==> src/rtl/aes_mode_ctrl.sv <==
// Block-mode sequencer for the AES core: ECB/CBC/CFB/OFB chaining around a
// single core, with a per-block reset/start/done handshake and a RUN timeout.
module aes_mode_ctrl #(
  parameter int unsigned CNT_W       = 16,
  parameter int unsigned TIMEOUT_CYC = 64
) (
  input  logic             clk,
  input  logic             rst,
  input  logic             cfg_load,
  input  logic [1:0]       cfg_mode,
  input  logic [127:0]     cfg_key,
  input  logic [127:0]     cfg_iv,
  input  logic             in_valid,
  output logic             in_ready,
  input  logic [127:0]     in_data,
  output logic             out_valid,
  input  logic             out_ready,
  output logic [127:0]     out_data,
  output logic             core_rst,
  output logic             core_start,
  output logic [127:0]     core_din,
  output logic [127:0]     core_key,
  input  logic [127:0]     core_dout,
  input  logic             core_done,
  output logic             busy,
  output logic             err,
  output logic [CNT_W-1:0] blk_count
);

  localparam int unsigned DW    = 128;
  localparam int unsigned TMO_W = $clog2(TIMEOUT_CYC + 1);

  localparam logic [1:0] M_ECB = 2'b00;
  localparam logic [1:0] M_CBC = 2'b01;
  localparam logic [1:0] M_CFB = 2'b10;
  localparam logic [1:0] M_OFB = 2'b11;

  typedef enum logic [1:0] {S_IDLE, S_CRST, S_RUN, S_OUT} state_t;

  state_t           state_q, state_d;
  logic [1:0]       mode_q;
  logic [DW-1:0]    key_q, chain_q, pt_q, din_q, out_q;
  logic [TMO_W-1:0] tmo_q;
  logic [CNT_W-1:0] blk_q;
  logic             err_q;

  logic             accept, done_hit, tmo_hit;
  logic [DW-1:0]    din_sel, res_out, res_chain;

  // Next state, per-cycle events and mode-dependent datapath selects
  always_comb begin
    state_d   = state_q;
    accept    = 1'b0;
    done_hit  = 1'b0;
    tmo_hit   = 1'b0;
    din_sel   = in_data;
    res_out   = core_dout;
    res_chain = chain_q;

    case (mode_q)
      M_ECB: begin
        din_sel   = in_data;
        res_out   = core_dout;
        res_chain = chain_q;
      end
      M_CBC: begin
        din_sel   = in_data ^ chain_q;
        res_out   = core_dout;
        res_chain = core_dout;
      end
      M_CFB: begin
        din_sel   = chain_q;
        res_out   = core_dout ^ pt_q;
        res_chain = core_dout ^ pt_q;
      end
      M_OFB: begin
        din_sel   = chain_q;
        res_out   = core_dout ^ pt_q;
        res_chain = core_dout;
      end
      default: ;
    endcase

    case (state_q)
      S_IDLE: begin
        // A config load in the same cycle blocks acceptance
        if (!cfg_load && in_valid) begin
          accept  = 1'b1;
          state_d = S_CRST;
        end
      end
      S_CRST: state_d = S_RUN;
      S_RUN: begin
        // Completion beats timeout when both land in the same cycle
        if (core_done) begin
          done_hit = 1'b1;
          state_d  = S_OUT;
        end else if (tmo_q == TMO_W'(TIMEOUT_CYC - 1)) begin
          tmo_hit = 1'b1;
          state_d = S_IDLE;
        end
      end
      S_OUT: begin
        if (out_ready) state_d = S_IDLE;
      end
      default: state_d = S_IDLE;
    endcase
  end

  // State register
  always_ff @(posedge clk) begin
    if (rst) state_q <= S_IDLE;
    else     state_q <= state_d;
  end

  // Configuration, chaining and result registers
  always_ff @(posedge clk) begin
    if (rst) begin
      mode_q  <= '0;
      key_q   <= '0;
      chain_q <= '0;
      pt_q    <= '0;
      din_q   <= '0;
      out_q   <= '0;
      tmo_q   <= '0;
      blk_q   <= '0;
      err_q   <= 1'b0;
    end else begin
      if (state_q == S_IDLE && cfg_load) begin
        mode_q  <= cfg_mode;
        key_q   <= cfg_key;
        chain_q <= cfg_iv;
        blk_q   <= '0;
        err_q   <= 1'b0;
      end
      if (accept) begin
        pt_q  <= in_data;
        din_q <= din_sel;
      end
      if (state_q == S_CRST) tmo_q <= '0;
      if (state_q == S_RUN)  tmo_q <= tmo_q + TMO_W'(1);
      if (done_hit) begin
        out_q   <= res_out;
        chain_q <= res_chain;
        blk_q   <= blk_q + CNT_W'(1);
      end
      if (tmo_hit) err_q <= 1'b1;
    end
  end

  // Output decode; core_rst is held low while rst is asserted
  assign in_ready   = (state_q == S_IDLE) && !cfg_load;
  assign out_valid  = (state_q == S_OUT);
  assign core_rst   = (state_q == S_CRST) && !rst;
  assign core_start = (state_q == S_RUN);
  assign busy       = (state_q != S_IDLE);
  assign core_din   = din_q;
  assign core_key   = key_q;
  assign out_data   = out_q;
  assign err        = err_q;
  assign blk_count  = blk_q;

endmodule

==> config.mk <==
export PLATFORM = sky130hd
export DESIGN_NAME = aes_mode_ctrl
export DESIGN_NICKNAME = d
export VERILOG_FILES = /design/src/rtl/aes_mode_ctrl.sv
export SDC_FILE = /design/constraint.sdc
export NUM_CORES = 2
export LEC_CHECK = 0
export CAP_MARGIN = 20
export CORE_AREA = 4 4 356 358
export DETAILED_ROUTE_END_ITERATION = 10
export DIE_AREA = 0 0 360 362
export MAX_ROUTING_LAYER = met4
export PLACE_DENSITY = 0.57
export SYNTH_ARGS = -nofsm -noshare
export SYNTH_HDL_FRONTEND = slang
export SYNTH_SLANG_ARGS = --single-unit
export TNS_END_PERCENT = 10
==> constraint.sdc <==
create_clock -name clk -period 5.8 [get_ports clk]
set_input_delay 0.87 -clock clk [delete_from_list [all_inputs] [get_ports clk]]
set_output_delay 0.87 -clock clk [all_outputs]
set_load 0.1 [all_outputs]
==> flow_metrics.tcl <==
set metrics [dict create \
    hold_class "reg2reg" \
    top_layer "met4" \
    area_delta_synth_final_pct 42.5 \
    post-place-cells 6224 \
    cts_hold_buffers 0 \
    mostFrequentLayoutCells "911 x nand2_1, 895 x clkdlybuf4s50_1, 666 x dfxtp_1" \
    synth_area_leader_cell "dfxtp_1" \
    ir_drop_mv 0.276 \
    grt_pass1_wl_um 205000 \
    p_per_area_nw_per_um2 427 \
    core_um2 123000 \
    die-area_um2 130000 \
    netlist_area_um2 30800 \
    met3_length_um 12600 \
    path_class "reg2out" \
    synth_top_area_share 0.435 \
    max_freq_ghz 0.265 \
    stdcell_count 6418 \
    cts.sinks 668 \
    fin_setup_tns_ns 0 \
    slowest_stage "clkdlybuf4s50_1" \
    drv_cap 0 \
    clk_pin_slew_ns 0.06 \
    wire_per_inst_um 22.5 \
    synth_fp_nets 4490 \
    layout-drive-gt1-share 0.0471 \
    synthCells 3964 \
    root_buffer "clkbuf_16" \
    timing.final.crit_share 0.650 \
    cts_resized 0 \
    synth-edff-count 0 \
    die_y_um 362 \
    m1WireLength_um 59500 \
    yosys_warnings 0 \
    dominantRegCellSynth "dfxtp_1" \
    io_pins 926 \
    vias 31200 \
    gr-total-overflow 0 \
    cp_cell_sequence "inv_1 > ha_1 > and2b_1 > clkdlybuf4s50_1" \
    cts_max_level 3 \
    p_leak_nw 14.4 \
    drc 0 \
    status "finished, violations left" \
    synth-seq-area-share 0.435 \
    ys_ff_latch 668 \
    max_stage_delay_ns 1.17 \
    layout.nets 5200 \
    hold_viol 0 \
    period_needed_ns 3.77 \
    slew_headroom -0.0550 \
    avgSynthCellArea_um2 7.76 \
    arrival_ns 2.90 \
    grt_max_degree 202 \
    synth-async-reset-ratio 0 \
    crit_required_ns 4.93 \
    insertion_delay_ns 0.68 \
    drt_iter0_drc 2797 \
    final_antenna_net_count 0 \
    critPathMaxFanout 7 \
    wl_met2_um 67200 \
    postCtsSetupRepairBufs 0 \
    gp_congestion 0.905 \
    hpwl_um 101000 \
    clk_path_buf_depth 3 \
    violations "slew limit" \
    fin_skew_ns 0.0266 \
    drt_wl_total_um 144000 \
    rsz0062_at_grt "false" \
    crit_path_end_kind "output pin" \
    cts_tree "built" \
    first_global_vias 28800 \
    synth_cell_types 54 \
    grt_usage 0.215 \
    worst_setup_path_start_kind "flop" \
    rows 129 \
    numCtsBuffers 85 \
    start_util 0.249 \
    antenna_found_initial 51 \
    drt-pass1-iter-count 5 \
    synth_top_cells_by_area "dfxtp_1 43%, nand2_1 11%, a21oi_1 8.6%" \
    fp.dieW_um 360 \
    tightest_slew_ns 1.58 \
    mostFrequentLayoutCell "nand2_1" \
    vias_per_cell 4.86 \
    setup_viol 0 \
    io_buffers 925 \
    finalMaxSlewViolations 94 \
]
## path summary, 6_finish.rpt
path           startpoint      endpoint  slack [ns]  depth (start not counted)
max            state_q[0]      in_ready        2.03                          4
min reg2reg  core_din[39]  core_din[39]        0.45                          2
min          core_din[39]  core_din[39]        0.45                          2
max reg2reg    state_q[0]   chain_q[94]        2.67                          7
## registers in the layout, indices dropped and copies added, names as in the netlist
name / flops
mode_q: 2
tmo_q: 7
pt_q: 128
core_key: 128
chain_q: 128
blk_count: 16
state_q: 2
out_data: 128
core_din: 128
err: 1
## power by group
part	leakage (nW)	internal, mW	total, mW	switching, mW
clock	1.36	3.12	5.36	2.24
combinational	7.54	1.98	7.44	5.46
sequential	5.46	5.39	5.94	0.553
total	14.4	10.5	18.7	8.25
## Yosys cell counts, types with 7 or more instances
library cell and n:
a211o_1 127, a211oi_1 249, a211oi_2 7, a21oi_1 528, buf_1 17, buf_2 106
buf_6 15, clkbuf_1 182, clkbuf_2 10, dfxtp_1 668, inv_1 9, nand2_1 913
nand2b_1 132, nand3_1 132, nor2_1 276, o21ai_0 246, o21ai_1 17, xnor2_1 128
xor2_1 131
## critical path: cells and delay by family, from the launching register on
kind | cells | cell delay, ns
flip-flops | 1 | 0.38
AND/OR/NAND/NOR | 1 | 0.26
buffers and inverters | 2 | 1.28
adder cells (fa/ha/maj) | 1 | 0.32
## per-layer routing
layer / global-route usage / vias up
met5: - / -
met3: 0.0713 / 196
met4: 0.0677 / 0
li1: - / 15000
met1: 0.257 / 14800
met2: 0.344 / 1143
## layout make-up
cell class | count | area [µm²]
clock buffer | 126 | 2490
antenna | 42 | 105
sequential | 668 | 13400
inverter | 9 | 41.3
clock inverter | 26 | 294
multi-input combinational | 2953 | 15900
timing repair buffer | 957 | 9610
tap | 1637 | 2050
fill | 12800 | 79500
## kinds of logic after synthesis
group	after synthesis	share of synthesized area
AOI/OAI and AO/OA	1190	0.233
xor gates and xnor gates	259	0.0738
adders and majority gates	6	0.00244
buffers and inverters	343	0.0507
DFF	668	0.435
muxes	6	0.00216
and+or+nand+nor	1492	0.203
## through the flow
stage | hold slack (ns) | worst slack (ns) | total power, mW | cell area (µm²) | utilization
2_1_floorplan | 0.450 | 2.33 | 11.3 | 30800 | -
3_3_place_gp | 0.438 | 2.11 | 13.4 | 40900 | 0.332
3_5_place_dp | 0.443 | 2.10 | 13.5 | 40900 | 0.332
4_1_cts | 0.451 | 1.96 | 18.9 | 43700 | 0.355
5_1_grt | 0.466 | 1.87 | 19.6 | 43800 | 0.355
6_report | 0.448 | 2.03 | 18.7 | 43800 | 0.355
Power figures use the tool's default switching activity.
